[config.mk]
export PLATFORM = sky130hd
export DESIGN_NAME = imem_loader_flat
export DESIGN_NICKNAME = d
export VERILOG_FILES = /design/src/rtl/imem_loader_pkg.sv /design/src/rtl/imem_loader_if.sv /design/src/rtl/imem_loader_word_assembler.sv /design/src/rtl/imem_loader.sv /design/src/flat_wrapper.sv
export SDC_FILE = /design/constraint.sdc
export NUM_CORES = 1
export LEC_CHECK = 0
export CORE_UTILIZATION = 24
export DETAILED_ROUTE_END_ITERATION = 7
export PLACE_DENSITY = 0.44
export SETUP_SLACK_MARGIN = 0.4
export SYNTH_ARGS = -nofsm -noshare
export SYNTH_HDL_FRONTEND = slang
export SYNTH_SLANG_ARGS = --single-unit
[constraint.sdc]
create_clock -name clk -period 6.5 [get_ports clk]
set_input_delay 0.975 -clock clk [delete_from_list [all_inputs] [get_ports clk]]
set_output_delay 0.975 -clock clk [all_outputs]
set_load 0.05 [all_outputs]
[src/rtl/imem_loader_pkg.sv]
// Shared types and constants for the instruction-memory loader.
// The state encoding is common to the loader FSM and anything that inspects it.
package imem_loader_pkg;

  typedef enum logic [2:0] {
    IDLE,
    LEN_HI,
    LEN_LO,
    DATA,
    WRITE,
    DONE,
    ERR
  } state_t;

  localparam int BYTES_PER_WORD = 4;
  localparam int DEF_ADDR_W     = 8;
  localparam int DEF_CNT_W      = 16;

endpackage

[src/rtl/imem_loader_if.sv]
// Byte-stream handshake plus instruction-memory write port seen by the loader.
// master = byte source / memory side, slave = loader.
interface imem_loader_if
  import imem_loader_pkg::*;
#(
  parameter int ADDR_W = DEF_ADDR_W
);
  logic              in_valid;
  logic [7:0]        in_data;
  logic              in_ready;
  logic              mem_we;
  logic [ADDR_W-1:0] mem_addr;
  logic [31:0]       mem_wdata;

  modport master (
    output in_valid, in_data,
    input  in_ready, mem_we, mem_addr, mem_wdata
  );

  modport slave (
    input  in_valid, in_data,
    output in_ready, mem_we, mem_addr, mem_wdata
  );
endinterface

[src/rtl/imem_loader_word_assembler.sv]
// Shifts stream bytes MSB-first into a 32-bit word; word_full flags the
// byte that completes a word in the same cycle it is shifted in.
module word_assembler
  import imem_loader_pkg::*;
(
  input  logic        clk,
  input  logic        rst_n,
  input  logic        shift,
  input  logic        clear,
  input  logic [7:0]  byte_in,
  output logic [31:0] word,
  output logic        word_full
);

  logic [1:0] byte_cnt;

  always_ff @(posedge clk) begin
    if (!rst_n || clear) begin
      word     <= '0;
      byte_cnt <= '0;
    end else if (shift) begin
      word     <= {word[23:0], byte_in};
      byte_cnt <= byte_cnt + 2'd1;
    end
  end

  assign word_full = shift && (byte_cnt == 2'(BYTES_PER_WORD - 1));

endmodule

[src/rtl/imem_loader.sv]
// Loads a length-prefixed big-endian byte stream into instruction memory,
// holding the CPU until the whole image has been written.
module imem_loader
  import imem_loader_pkg::*;
#(
  parameter int ADDR_W = DEF_ADDR_W,
  parameter int CNT_W  = DEF_CNT_W
) (
  input  logic          clk,
  input  logic          rst_n,
  input  logic          start,
  imem_loader_if.slave  bus,
  output logic          cpu_hold,
  output logic          done,
  output logic          err,
  output logic [ADDR_W:0] words_loaded
);

  localparam logic [CNT_W-1:0] CAPACITY = CNT_W'(2 ** ADDR_W);

  state_t            state, state_nx;
  logic [7:0]        len_hi;
  logic [CNT_W-1:0]  word_cnt;
  logic [CNT_W-1:0]  len_in;
  logic [ADDR_W-1:0] addr;
  logic [31:0]       word;
  logic              word_full;
  logic              xfer;
  logic              restart;
  logic              last_word;

  assign xfer      = bus.in_valid && bus.in_ready;
  assign restart   = start && (state inside {IDLE, DONE, ERR});
  assign len_in    = CNT_W'({len_hi, bus.in_data});
  assign last_word = (CNT_W'(words_loaded) + CNT_W'(1)) == word_cnt;

  word_assembler u_asm (
    .clk       (clk),
    .rst_n     (rst_n),
    .shift     (xfer && (state == DATA)),
    .clear     (restart),
    .byte_in   (bus.in_data),
    .word      (word),
    .word_full (word_full)
  );

  always_ff @(posedge clk) begin
    if (!rst_n) state <= IDLE;
    else        state <= state_nx;
  end

  always_comb begin
    state_nx     = state;
    bus.in_ready = 1'b0;
    bus.mem_we   = 1'b0;
    cpu_hold     = 1'b1;
    done         = 1'b0;
    err          = 1'b0;
    case (state)
      IDLE: if (start) state_nx = LEN_HI;
      LEN_HI: begin
        bus.in_ready = 1'b1;
        if (xfer) state_nx = LEN_LO;
      end
      LEN_LO: begin
        bus.in_ready = 1'b1;
        if (xfer) begin
          if (len_in == '0)           state_nx = DONE;
          else if (len_in > CAPACITY) state_nx = ERR;
          else                        state_nx = DATA;
        end
      end
      DATA: begin
        bus.in_ready = 1'b1;
        if (word_full) state_nx = WRITE;
      end
      WRITE: begin
        bus.mem_we = 1'b1;
        state_nx   = last_word ? DONE : DATA;
      end
      DONE: begin
        done     = 1'b1;
        cpu_hold = 1'b0;
        if (start) state_nx = LEN_HI;
      end
      ERR: begin
        err = 1'b1;
        if (start) state_nx = LEN_HI;
      end
      default: state_nx = IDLE;
    endcase
  end

  // Address only advances between words, so the final word of a full-capacity
  // image lands on the top address without wrapping.
  always_ff @(posedge clk) begin
    if (!rst_n) begin
      len_hi       <= '0;
      word_cnt     <= '0;
      addr         <= '0;
      words_loaded <= '0;
    end else begin
      if (restart) begin
        addr         <= '0;
        words_loaded <= '0;
      end
      if (state == LEN_HI && xfer) len_hi   <= bus.in_data;
      if (state == LEN_LO && xfer) word_cnt <= len_in;
      if (state == WRITE) begin
        words_loaded <= words_loaded + 1'b1;
        if (!last_word) addr <= addr + 1'b1;
      end
    end
  end

  assign bus.mem_addr  = addr;
  assign bus.mem_wdata = word;

endmodule
[src/flat_wrapper.sv]
// flat-port wrapper written by rule: the top's interface ports become plain ports
module imem_loader_flat import imem_loader_pkg::*;
#(
  parameter int ADDR_W = DEF_ADDR_W,
  parameter int CNT_W  = DEF_CNT_W
)
  (clk, rst_n, start, cpu_hold, done, err, words_loaded, bus_in_valid, bus_in_data, bus_in_ready, bus_mem_we, bus_mem_addr, bus_mem_wdata);
  imem_loader_if #(.ADDR_W(ADDR_W)) bus_i ();
  input  logic clk;
  input  logic rst_n;
  input  logic start;
  output logic cpu_hold;
  output logic done;
  output logic err;
  output logic [ADDR_W:0] words_loaded;
  input wire logic [$bits(bus_i.in_valid)-1:0] bus_in_valid;
  input wire logic [$bits(bus_i.in_data)-1:0] bus_in_data;
  output wire logic [$bits(bus_i.in_ready)-1:0] bus_in_ready;
  output wire logic [$bits(bus_i.mem_we)-1:0] bus_mem_we;
  output wire logic [$bits(bus_i.mem_addr)-1:0] bus_mem_addr;
  output wire logic [$bits(bus_i.mem_wdata)-1:0] bus_mem_wdata;
  assign bus_i.in_valid = bus_in_valid;
  assign bus_i.in_data = bus_in_data;
  assign bus_in_ready = bus_i.in_ready;
  assign bus_mem_we = bus_i.mem_we;
  assign bus_mem_addr = bus_i.mem_addr;
  assign bus_mem_wdata = bus_i.mem_wdata;
  imem_loader #(.ADDR_W(ADDR_W), .CNT_W(CNT_W)) u_core (.clk(clk), .rst_n(rst_n), .start(start), .bus(bus_i), .cpu_hold(cpu_hold), .done(done), .err(err), .words_loaded(words_loaded));
endmodule
**Word level (Yosys, flattened, before mapping)**

Cells that the tools add are included.

- $add $sub $neg: 4
- Magnitude comparators: 1
- Eq/ne operators: 12
- Mux-type cells: 18
- Reduce and logical (&&, ||, !) cells: 15

Operator list:

| operator | number |
|---|---|
| two-way mux 8 bit | 3 |
| two-way mux 3 bit | 7 |
| two-way mux 9 bit | 2 |
| equality test 16 bit | 1 |
| > comparator 16 x 9 -> 1 bit (second input constant) | 1 |
| logical NOT 16 bit | 1 |
| case mux 3 bit (5 select lines) | 1 |
| adder 9 x 1 -> 10 bit (second input constant) | 1 |
| adder 9 x 1 -> 9 bit (second input constant) | 1 |
| equality test 3 bit (second input constant) | 3 |
| adder 8 x 1 -> 8 bit (second input constant) | 1 |
| equality test 3 x 2 -> 1 bit (second input constant) | 2 |
| logical AND 1 bit | 6 |
| != test 2 x 1 -> 1 bit (second input constant) | 3 |
| OR reduction 3 bit | 2 |
| two-way mux 1 bit | 5 |
| AND reduction 4 bit | 1 |
| equality test 3 x 1 -> 1 bit (second input constant) | 1 |
| logical NOT 3 bit | 1 |
| nonzero test 3 bit | 1 |
| adder 2 x 1 -> 2 bit (second input constant) | 1 |
| equality test 2 bit (second input constant) | 1 |
| != test 2 bit (second input constant) | 1 |
| nonzero test 2 bit | 1 |
| other kinds (2) | 2 |

- Bits in registers: 78
- Input bits: 12
- Output and inout bits: 54
- Word-level logic and storage cells: 57

**Longest topological paths before layout**

Gate-level depths: netlist (run 1).

- Depth after elaboration: 8
- Depth in mapped cells: 8
- Gate-level depth less buffers: 7

**Cells and area by module**

From an unflattened synthesis (run 1), not the netlist that was laid out.

- Cell total of the unflattened synthesis: 423
- Area, all modules: 3636.0 um^2

By module, submodules not included:

| module | times used | cells an instance | area an instance (um^2) | seq. area each (um^2) |
|---|---|---|---|---|
| imem_loader | 1 | 310 | 2363.5 | 880.8 |
| word_assembler | 1 | 113 | 1272.5 | 680.7 |

**Worst setup path after synthesis (run 1)**

No wires, ideal clock.

- Path type: flip-flop to output port
- From: reg u_core.state[0]
- To: out done
- Data arrival time: 1.615 ns
- Required time: 5.525 ns
- Path slack: 3.910 ns
- Stages on the path, launching flop included: 6
- Path buffers: 1
- Path through: dfxtp_1 clkbuf_1 inv_1 nor2_1 nand2_1 inv_1

- Longest elaborated chain between the ends: 2

RTL lines:

| item | line | text |
|---|---|---|
| from (decl) | imem_loader.sv:21 | `state_t state, state_nx;` |
| from (signal assigned) | imem_loader.sv:49 | `else state <= state_nx;` |
| equality test 3 bit | imem_loader.sv:59 | `case (state)` |
| two-way mux 1 bit | imem_loader.sv:59 |  |
| to (decl) | flat_wrapper.sv:13 | `output logic done;` |

Every way passes these cells.

**Final worst setup path (run 1)**

- From: reg u_core.state[0]
- To: out bus_mem_we

- Longest elaborated chain between the ends: 2

RTL lines:

| item | line | text |
|---|---|---|
| equality test 3 bit | imem_loader.sv:59 |  |
| two-way mux 1 bit | imem_loader.sv:59 |  |
| to (decl) | flat_wrapper.sv:19 | `output wire logic [$bits(bus_i.mem_we)-1:0] bus_mem_we;` |

Every way passes these cells.

==> results of run 1 <==
==> worst max-delay path, delay by kind of cell, from the launching register on <==
kind | cells | cell delay [ns]
flip-flops | 1 | 0.52
buffers and inverters | 2 | 1.39
AND/OR/NAND/NOR | 2 | 0.49
==> worst paths after layout <==
kind	endpoint	depth (start not counted)
max	bus_mem_we	4
min	u_core.word_cnt[12]	2
max reg2reg	u_core.bus.mem_addr[6]	7
min reg2reg	u_core.word_cnt[12]	2
==> area by class of cell <==
class,count,area (um2),share of cell area [%]
inverters,10,37.5,0.819
repair buffers,68,673,14.7
clock inverters,3,46.3,1.01
clock buffers,11,243,5.29
multi-input cells,339,1800,39.2
flip-flops and latches,78,1560,34.1
well taps,180,225,4.91
==> metrics by stage <==
stage / total power, mW / area (um2) / instances / util, %
3_5_place_dp: 0.847 / 4300 / 675 / 30.5
4_1_cts: 1.35 / 4590 / 689 / 32.5
6_report: 1.33 / 4590 / 689 / 32.5
5_1_grt: 1.40 / 4590 / 689 / 32.5
3_3_place_gp: 0.846 / 4300 / 675 / 30.5
2_1_floorplan: 0.763 / 3530 / 452 / -
==> report_power, final <==
| group | switching [mW] | total (mW) | internal, mW |
|---|---|---|---|
| logic | 0.200 | 0.303 | 0.103 |
| registers | 0.0320 | 0.533 | 0.501 |
| clock network | 0.190 | 0.494 | 0.304 |
==> state kept, by name, summed over array words and instances, names as in the netlist <==
name and count:
u_core.len_hi 8, u_core.words_loaded 9, u_core.bus.mem_addr 8, u_core.u_asm.byte_cnt 2
u_core.state 3, u_core.u_asm.word 32, u_core.word_cnt 16
==> cell families after synthesis <==
| group | count (synthesis) |
|---|---|
| mux | 3 |
| simple gates | 209 |
| buf+inv | 35 |
| flops | 78 |
| fa+ha+maj | 4 |
| xor+xnor | 14 |
| compound gates | 109 |
==> Yosys cell counts, types with 2 or more instances <==
master / count
sky130_fd_sc_hd__nand2_1: 132
sky130_fd_sc_hd__dfxtp_1: 78
sky130_fd_sc_hd__a21oi_1: 70
sky130_fd_sc_hd__clkbuf_1: 19
sky130_fd_sc_hd__nor2_1: 19
sky130_fd_sc_hd__nand3_1: 12
sky130_fd_sc_hd__o21ai_0: 9
sky130_fd_sc_hd__inv_1: 8
sky130_fd_sc_hd__nor3_1: 8
sky130_fd_sc_hd__xnor2_1: 8
sky130_fd_sc_hd__nor4_1: 6
sky130_fd_sc_hd__xor2_1: 6
sky130_fd_sc_hd__nand2b_1: 5
sky130_fd_sc_hd__a211o_1: 4
sky130_fd_sc_hd__nor2b_1: 4
sky130_fd_sc_hd__a31oi_1: 3
sky130_fd_sc_hd__and3_2: 3
sky130_fd_sc_hd__buf_6: 3
sky130_fd_sc_hd__ha_1: 3
sky130_fd_sc_hd__nor3b_1: 3
sky130_fd_sc_hd__o211ai_1: 3
sky130_fd_sc_hd__or3_1: 3
sky130_fd_sc_hd__a21o_1: 2
sky130_fd_sc_hd__a22oi_1: 2
sky130_fd_sc_hd__a31o_2: 2
sky130_fd_sc_hd__and3_1: 2
sky130_fd_sc_hd__mux2i_1: 2
sky130_fd_sc_hd__nand3b_1: 2
sky130_fd_sc_hd__nand4_1: 2
==> metal layers <==
metal  vias to the layer above  part of all wire [%]  GRT usage (%)
met1                      1553                    49           17.6
met5                         -                     0              0
met2                        50                    47           19.7
met4                         0                   1.8           5.87
met3                        14                   2.7           2.35
li1                       1649                     -              -
==> run summary, run 1 <==
============================================================================================
Status                                                                          complete, no violations
Antenna Violating Nets Remaining                                                           0
Share of layout cells above drive strength 1                                           6.68%
Final Critical Period                                                                3.72 ns
Final worst hold slack                                                              0.455 ns
Share of cell area taken by muxes after synthesis                                     0.887%
Most frequent standard cell in the layout excluding fill and tap cells          sky130_fd_sc_hd__nand2_1
Area inside the core boundary                                                     14,100 um2
Synthesized-area fraction occupied by xor and xnor cells                               3.48%
Maximum Capacitance Violations                                                             0
Critical path launch point                                                      u_core.state[0]
Fraction of synthesis flops using an asynchronous set or reset pin                        0%
Clock root buffer                                                               sky130_fd_sc_hd__clkbuf_16
First-pass iteration count of the detailed router                                          4
Largest fanout of any net on the critical path                                            18
Die Outline Area                                                                  15,200 um2
Reported leakage power                                                               1.52 nW
Overflow after GRT                                                                         0
Startpoint kind of the worst setup timing path                                      register
Post-route DRC                                                                             0
Antenna fix cells                                                                          0
Final setup margin                                                                   2.78 ns
Number of fill cells                                                                   1,506
Total track usage                                                                      12.9%
CTS H-tree depth                                                                           3
Basic-gate share of the synthesized area counting and, or, nand and nor cells          26.7%
Number of endpoints with negative hold slack in the final report                           0
Adder-cell share of the synthesized area                                               1.35%
Worst hold-check path type                                                      register to register
Area growth, synth to finish                                                           30.1%
Number of primary I/O pins                                                                66
Worst slack, placed                                                                  3.17 ns
Power density over the cells                                                      290 nW/um2
Largest cells by area after synthesis                                           sky130_fd_sc_hd__dfxtp_1 (44%), sky130_fd_sc_hd__nand2_1 (14%), sky130_fd_sc_hd__a21oi_1 (9.9%), sky130_fd_sc_hd__clkbuf_1 (2.0%), sky130_fd_sc_hd__nor2_1 (2.0%)
Detailed Place HPWL                                                                  6840 um
Initial standard-cell utilization of the core                                          25.0%
Top library cells by usage in the layout, fill and taps aside                   sky130_fd_sc_hd__nand2_1 (132), sky130_fd_sc_hd__dfxtp_1 (78), sky130_fd_sc_hd__a21oi_1 (70)
Post-synthesis cell count                                                                452
Die extent in y                                                                       123 um
Largest family of logic cells by synthesized area                               simple AND/OR/NAND/NOR gates
Vias per inst                                                                           4.74
FMAX                                                                                 269 MHz
Post-synthesis compound-gate area fraction                                             18.5%
TritonCTS clock tree                                                                    done
Final count of pins violating max slew                                                     0
Sequential area share after synthesis                                                  44.3%
Number of gates resized after CTS                                                          0
Worst rel slew slack                                                                   31.2%
Signal arrival time at the worst endpoint                                            2.75 ns
TritonCTS sink count                                                                      78
Warnings, synthesis                                                                        0
Yosys reg bits                                                                            78
Wire per inst                                                                        14.0 um
Global-route wire length before repair                                             15,100 um
Count of routing violations after the opening detailed-route iteration                   194
Tightest Pin Transition                                                              1.03 ns
Worst clock skew on the final layout                                              0.00464 ns
Setup violators final                                                                      0
Setup TNS                                                                               0 ns
Placer Congestion                                                                      0.734
Number of antenna violations at the first check in global routing                          0
Largest net degree at the start of global routing                                         38
Syn Std Cell Area                                                                   3530 um2
Area share of the largest cell type after synthesis                                    44.3%
Crit path max-delay cell type                                                   sky130_fd_sc_hd__clkdlybuf4s50_1
Fin nets                                                                                 521
Post-CTS setup buffers                                                                     0
Post-synth net total                                                                     467
TritonCTS Buffers                                                                          9
RSZ-0062 raised after global routing                                                      no
DIE WIDTH                                                                             123 um
Quantity of I/O buffers inserted on ports                                                 65
DR vias                                                                                3,266
Std cell rows                                                                             43
Register-to-register setup slack                                                     3.82 ns
Most frequently used flop master after synthesis                                sky130_fd_sc_hd__dfxtp_1
Reg-to-reg critical path startpoint                                             u_core.words_loaded[0]
EDFF count, synth                                                                          0
Req. time, crit path                                                                 5.52 ns
Type of the worst setup path                                                    register to primary output
Maximum single-stage delay on the critical path                                      0.85 ns
Worst-skew pair later-pin latency                                                    0.33 ns
CP Capture Type                                                                 primary output
Hold-fix buffers, CTS                                                                      0
Deepest clock path buffer count                                                            2
List of cells traversed by the critical path                                    nor2_1 > nand2_1 > clkinv_1 > clkdlybuf4s50_1
Dominant cell type by area after synthesis                                      sky130_fd_sc_hd__dfxtp_1
Post-synthesis cell type count                                                            58
Clock transition at the registers of the reported paths                              0.06 ns
Worst IR drop on VDD                                                                0.181 mV
Routed WL                                                                            9660 um
Origin of the worst min-delay path                                              u_core.word_cnt[12]
Share of the cycle needed by the critical path after routing                           57.3%
Via count of the first global-routing pass                                             2,981
Average cell area after synthesis                                                   7.80 um2
============================================================================================
(Power assumes the default switching activity.)
==> run 2: changes to the inputs <==
PLACE_DENSITY = 0.45   (was 0.44)
clock period = 3.2 ns   (was 6.5 ns; I/O delays follow)
==> run summary, run 2 (synthesis gave the netlist of run 1 again) <==
=====================================================================================
Status                                                                   complete, no violations   unchanged
DR vias                                                                         3,256   was 3,266
Largest registers                                                        u_core.u_asm.word x32, u_core.word_cnt x16, u_core.words_loaded x9   unchanged
Placer Congestion                                                               0.763   was 0.734
Post-route DRC                                                                      0   unchanged
Worst Setup EP                                                               cpu_hold   was bus_mem_we
Power density over the cells                                               583 nW/um2   was 290 nW/um2
Tightest Pin Transition                                                      0.741 ns   was 1.03 ns
Antenna fix cells                                                                   0   unchanged
Final Critical Period                                                         2.60 ns
Fin nets                                                                          527   was 521
Final standard cell count with taps included and fillers excluded                 697   was 689
Req. time, crit path                                                          2.72 ns   was 5.52 ns
Via count of the first global-routing pass                                      3,038   was 2,981
Instance count after placement with tap cells included                            679   was 675
Startpoint kind of the worst setup timing path                               register   unchanged
First-pass iteration count of the detailed router                                   4   unchanged
Most frequent standard cell in the layout excluding fill and tap cells   sky130_fd_sc_hd__nand2_1   unchanged
Area growth, synth to finish                                                    31.3%   was 30.1%
Final count of pins violating max slew                                              0   unchanged
Detailed Place HPWL                                                           6960 um   was 6840 um
TritonCTS sink count                                                               78   unchanged
Area inside the core boundary                                              14,100 um2   unchanged
Number of fill cells                                                            1,530   was 1,506
Count of routing violations after the opening detailed-route iteration            131   was 194
Type of the worst setup path                                             register to primary output   unchanged
Number of antenna violations at the first check in global routing                   0   unchanged
Setup violators final                                                               0   unchanged
Overflow after GRT                                                                  0   unchanged
RSZ-0062 raised after global routing                                               no   unchanged
Register-to-register setup slack                                              0.82 ns   was 3.82 ns
Reported leakage power                                                        1.57 nW   was 1.52 nW
Wire per inst                                                                 14.2 um   was 14.0 um
Vias per inst                                                                    4.67   was 4.74
Worst clock skew on the final layout                                       0.00438 ns   was 0.00464 ns
Worst rel slew slack                                                            50.6%   was 31.2%
Most flops, register                                                     u_core.u_asm.word   unchanged
Antenna Violating Nets Remaining                                                    0   unchanged
Quantity of I/O buffers inserted on ports                                          65   unchanged
Initial standard-cell utilization of the core                                   25.0%   unchanged
Number of primary I/O pins                                                         66   unchanged
Largest fanout of any net on the critical path                                     12   was 18
TritonCTS Buffers                                                                   9   unchanged
Hold-fix buffers, CTS                                                               0   unchanged
Total track usage                                                               13.3%   was 12.9%
Worst slack, placed                                                          0.643 ns   was 3.17 ns
Worst IR drop on VDD                                                         0.369 mV   was 0.181 mV
FMAX                                                                          385 MHz
Setup TNS                                                                        0 ns   unchanged
Top library cells by usage in the layout, fill and taps aside            sky130_fd_sc_hd__nand2_1 (132), sky130_fd_sc_hd__dfxtp_1 (78), sky130_fd_sc_hd__a21oi_1 (70)   unchanged
Deepest clock path buffer count                                                     2   unchanged
Std cell rows                                                                      43   unchanged
Critical path launch point                                               u_core.state[0]   unchanged
DIE WIDTH                                                                      123 um   unchanged
Share of the cycle needed by the critical path after routing                    81.2%
Number of endpoints with negative hold slack in the final report                    0   unchanged
Die Outline Area                                                           15,200 um2   unchanged
Reg-to-reg critical path startpoint                                      u_core.words_loaded[0]   unchanged
Share of layout cells above drive strength 1                                    8.32%   was 6.68%
Flip-flop count of the largest register, all copies and words added                32   unchanged
Global-route wire length before repair                                      15,500 um   was 15,100 um
Routed WL                                                                     9890 um   was 9660 um
Destination of the worst register-to-register timing path                u_core.bus.mem_addr[6]   unchanged
CTS H-tree depth                                                                    3   unchanged
CP Capture Type                                                          primary output   unchanged
Die extent in y                                                                123 um   unchanged
Maximum Capacitance Violations                                                      0   unchanged
Worst hold-check path type                                               register to register   unchanged
Signal arrival time at the worst endpoint                                     2.12 ns   was 2.75 ns
Clock root buffer                                                        sky130_fd_sc_hd__clkbuf_16   unchanged
Clock transition at the registers of the reported paths                       0.06 ns   about the same
TritonCTS clock tree                                                             done   unchanged
Largest net degree at the start of global routing                                  35   was 38
Depth of the worst register-to-register path                                        8   was 7
Final setup margin                                                           0.602 ns   was 2.78 ns
Worst-skew pair later-pin latency                                             0.34 ns   was 0.33 ns
=====================================================================================
==> run 2: changes by cell type in the layout (fill, tap and decap cells not counted), sizes merged <==
cell,delta
buf,+6
clkinv,+2
bufinv,-1
clkdlybuf4s50,-1
clkinvlp,+1
dlymetal6s2s,+1
==> run 2: worst min path at each step <==
stage                     depth (start not counted)           startpoint             endpoint
after floorplan                                   2  u_core.word_cnt[12]  u_core.word_cnt[12]
after global placement                            2  u_core.word_cnt[14]  u_core.word_cnt[14]
after detailed placement                          2  u_core.word_cnt[14]  u_core.word_cnt[14]
after CTS                                         2  u_core.word_cnt[14]  u_core.word_cnt[14]
after global routing                              2  u_core.word_cnt[12]  u_core.word_cnt[12]
final                                             2  u_core.word_cnt[14]  u_core.word_cnt[14]
==> run 2: critical path, stage by stage, from the launching register on <==
cell and delay, ns:
sky130_fd_sc_hd__dfxtp_1 0.54, sky130_fd_sc_hd__inv_1 0.12, sky130_fd_sc_hd__nor2_1 0.25, sky130_fd_sc_hd__nand2_1 0.13, sky130_fd_sc_hd__clkdlybuf4s50_1 0.73
==> run 2: routing by layer <==
metal / track usage (%) / wire (um) / vias up
met2: 21.3 / 4630 / 42
met4: 6.40 / 144 / 0
li1: - / - / 1663
met1: 17.6 / 4900 / 1542
met5: 0 / 0 / -
met3: 1.98 / 220 / 9
==> run 2: layout make-up <==
cell class / count / area (um2) / share of cell area (%)
Multi-Input combinational cell: 339 / 1800 / 38.9
Sequential cell: 78 / 1560 / 33.7
Timing Repair Buffer: 74 / 721 / 15.6
Clock buffer: 11 / 253 / 5.46
Tap cell: 180 / 225 / 4.86
Inverter: 10 / 37.5 / 0.811
Clock inverter: 5 / 33.8 / 0.730
==> run 2: where the power goes <==
part | leakage [nW] | internal [mW] | switching, mW
combinational | 0.803 | 0.222 | 0.408
sequential | 0.629 | 1.02 | 0.0666
clock | 0.138 | 0.566 | 0.418
total | 1.57 | 1.81 | 0.893
==> run 2: what timing repair did <==
| action | in CTS | in global routing |
|---|---|---|
| setup endpoints to repair | 0 | 5 |
| resized for setup | 0 | 1 |
| endpoints found under the hold margin | 0 | 0 |
| setup buffers | 0 | 2 |
==> run 2: through the flow <==
stage               cell area, um2  total power, mW  hold WS [ns]  utilization (%)
finish                        4630             2.70         0.454             32.9
global route                  4630             2.83         0.476             32.9
CTS                           4610             2.72         0.455             32.7
detailed placement            4330             1.73         0.447             30.7
global placement              4330             1.73         0.445             30.7
floorplan                     3530             1.55         0.436                -
==> run 3: changes to the inputs <==
clock period = 2.1 ns   (was 3.2 ns; I/O delays follow)
==> run summary, run 3 (synthesis gave the netlist of run 1 again) <==
=====================================================================================
TritonCTS sink count                                                               78   unchanged
Worst clock skew on the final layout                                       0.00557 ns   was 0.00438 ns
Die extent in y                                                                123 um   unchanged
Fin nets                                                                          559   was 527
Routed WL                                                                   10,500 um   was 9890 um
Total power of the final layout                                               4.46 mW   was 2.70 mW
Maximum Capacitance Violations                                                      0   unchanged
Critical path launch point                                               u_core.words_loaded[1]   was u_core.state[0]
Reported leakage power                                                        2.03 nW   was 1.57 nW
Clock transition at the registers of the reported paths                       0.06 ns   about the same
CP Capture Type                                                              register   was primary output
Share of the cycle needed by the critical path after routing                    94.1%
Largest registers                                                        u_core.u_asm.word x32, u_core.word_cnt x16, u_core.words_loaded x9   unchanged
Worst slack, placed                                                        -0.0696 ns   was 0.643 ns
Number of antenna violations at the first check in global routing                   0   unchanged
Top library cells by usage in the layout, fill and taps aside            sky130_fd_sc_hd__nand2_1 (128), sky130_fd_sc_hd__a21oi_1 (69), sky130_fd_sc_hd__dfxtp_1 (67)   was sky130_fd_sc_hd__nand2_1 (132), sky130_fd_sc_hd__dfxtp_1 (78), sky130_fd_sc_hd__a21oi_1 (70)
Via count of the first global-routing pass                                      3,181   was 3,038
Antenna Violating Nets Remaining                                                    0   unchanged
Total track usage                                                               14.1%   was 13.3%
Crit path max-delay cell type                                            sky130_fd_sc_hd__dfxtp_4   was sky130_fd_sc_hd__clkdlybuf4s50_1
Placed Instance Area                                                         4590 um2   was 4330 um2
DIE WIDTH                                                                      123 um   unchanged
Setup TNS                                                                        0 ns   unchanged
Reg-to-reg critical path startpoint                                      u_core.words_loaded[1]   was u_core.words_loaded[0]
Largest net degree at the start of global routing                                  35   unchanged
Detailed Place HPWL                                                           7140 um   was 6960 um
TritonCTS Buffers                                                                   9   unchanged
Largest fanout of any net on the critical path                                      6   was 12
Most used routing layer                                                          met2   unchanged
Met2 track demand over resource in global routing                               21.8%   was 21.3%
FMAX                                                                          506 MHz
Origin of the worst min-delay path                                       bus_in_data[7]   was u_core.word_cnt[14]
Area inside the core boundary                                              14,100 um2   unchanged
Signal arrival time at the worst endpoint                                     2.20 ns   was 2.12 ns
Startpoint kind of the worst setup timing path                               register   unchanged
Antenna fix cells                                                                   0   unchanged
Wire per inst                                                                 14.3 um   was 14.2 um
Most frequent standard cell in the layout excluding fill and tap cells   sky130_fd_sc_hd__nand2_1   unchanged
Destination of the worst register-to-register timing path                u_core.state[2]   was u_core.bus.mem_addr[6]
Maximum single-stage delay on the critical path                               0.39 ns   was 0.73 ns
Type of the worst setup path                                             register to register   was register to primary output
Register-to-register setup slack                                              0.12 ns   was 0.82 ns
Final Critical Period                                                         1.98 ns
Final worst hold slack                                                       0.423 ns   was 0.454 ns
Count of routing violations after the opening detailed-route iteration            183   was 131
RSZ-0062 raised after global routing                                              yes   was no
Depth of the worst register-to-register path                                        7   was 8
TritonCTS clock tree                                                             done   unchanged
Placer Congestion                                                               0.824   was 0.763
Power density over the cells                                               866 nW/um2   was 583 nW/um2
Worst IR drop on VDD                                                         0.460 mV   was 0.369 mV
Number of primary I/O pins                                                         66   unchanged
Worst rel slew slack                                                            64.8%   was 50.6%
Share of layout cells above drive strength 1                                    21.9%   was 8.32%
Met1 GRT Util                                                                   19.5%   was 17.6%
Flip-flop count of the largest register, all copies and words added                32   unchanged
Post-route DRC                                                                      0   unchanged
CTS H-tree depth                                                                    3   unchanged
Quantity of I/O buffers inserted on ports                                          65   unchanged
Most flops, register                                                     u_core.u_asm.word   unchanged
Global-route wire length before repair                                      16,700 um   was 15,500 um
Initial standard-cell utilization of the core                                   25.0%   unchanged
Final count of pins violating max slew                                              0   unchanged
Vias per inst                                                                    4.70   was 4.67
Std cell rows                                                                      43   unchanged
Overflow after GRT                                                                  0   unchanged
Die Outline Area                                                           15,200 um2   unchanged
Area growth, synth to finish                                                    46.1%   was 31.3%
First-pass iteration count of the detailed router                                   4   unchanged
Worst-skew pair later-pin latency                                             0.33 ns   was 0.34 ns
Final setup margin                                                           0.124 ns   was 0.602 ns
DR vias                                                                         3,429   was 3,256
List of cells traversed by the critical path                             nand4_4 > or3_4 > a31o_4 > o2111ai_4 > buf_4 > nor2_2 > o31a_1   was inv_1 > nor2_1 > nand2_1 > clkdlybuf4s50_1
Number of endpoints with negative hold slack in the final report                    0   unchanged
Status                                                                   complete, no violations   unchanged
Req. time, crit path                                                          2.32 ns   was 2.72 ns
Worst hold endpoint                                                      u_core.word_cnt[7]   was u_core.word_cnt[14]
Hold path depth                                                                     4   was 2
Tightest Pin Transition                                                      0.530 ns   was 0.741 ns
Deepest clock path buffer count                                                     2   unchanged
Setup violators final                                                               0   unchanged
Met3 GRT Util                                                                   2.40%   was 1.98%
Clock root buffer                                                        sky130_fd_sc_hd__clkbuf_16   unchanged
Final cell area excluding filler cells                                       5150 um2   was 4630 um2
Worst hold-check path type                                               input pin to register   was register to register
=====================================================================================
==> run 3: cell count changes in the layout (fill, tap and decap cells not counted), sizes merged, moves of 3 or more <==
cell / previous run / this run
dlygate4sd2: 0 / 43
buf: 9 / 46
clkdlybuf4s50: 64 / 7
dlymetal6s2s: 1 / 4
clkdlybuf4s15: 0 / 4
==> run 3: power by group <==
group | switching [mW] | internal, mW
Sequential | 0.105 | 1.56
Clock | 0.652 | 0.933
Combinational | 0.721 | 0.493
Total | 1.48 | 2.98
==> run 3: how the worst max path moves through the flow <==
| stage | to | slack, ns | cells past startpoint |
|---|---|---|---|
| floorplan | u_core.bus.mem_addr[3] | 0.02 | 8 |
| global placement | u_core.state[2] | -0.08 | 8 |
| detailed placement | u_core.state[2] | -0.07 | 8 |
| CTS | u_core.bus.mem_addr[5] | 0.14 | 7 |
| global route | u_core.bus.mem_addr[4] | 0.02 | 7 |
| finish | u_core.state[2] | 0.12 | 7 |
==> run 3: per-layer routing <==
metal  up-vias  routed length (um)  share of wire (%)
met2        50                4920                 47
li1       1734                   -                  -
met3         8                 278                2.7
met1      1637                5120                 49
met4         0                 131                1.3
met5         -                   0                  0
==> run 3: repair_timing <==
| item | in CTS | in global routing |
|---|---|---|
| hold buffers | 0 | 0 |
| endpoints found under the setup margin | 65 | 24 |
| pin swaps | 11 | 8 |
| endpoints found under the hold margin | 0 | 0 |
| buffers inserted | 7 | 1 |
| resized for setup | 89 | 27 |
==> run 3: final cells by class <==
type / count / area (um2)
clock buffer: 9 / 225
clock inverter: 7 / 80.1
fill: 1514 / 8940
inverter: 10 / 41.3
multi-input combinational: 339 / 2030
sequential: 78 / 1600
tap: 180 / 225
timing repair buffer: 106 / 955
==> run 3: worst max-delay path: cells and delay by family (launching register included) <==
family,cells,cell delay (ns)
buffers and inverters,1,0.18
flip-flops,1,0.39
AND/OR/NAND/NOR,3,0.51
AO/OA/AOI/OAI,3,0.77
==> run 3: through the flow <==
step           utilization, %  cells
5_1_grt                  36.6    729
3_3_place_gp             32.6    705
4_1_cts                  35.8    728
2_1_floorplan               -    452
3_5_place_dp             32.6    705
6_report                 36.6    729
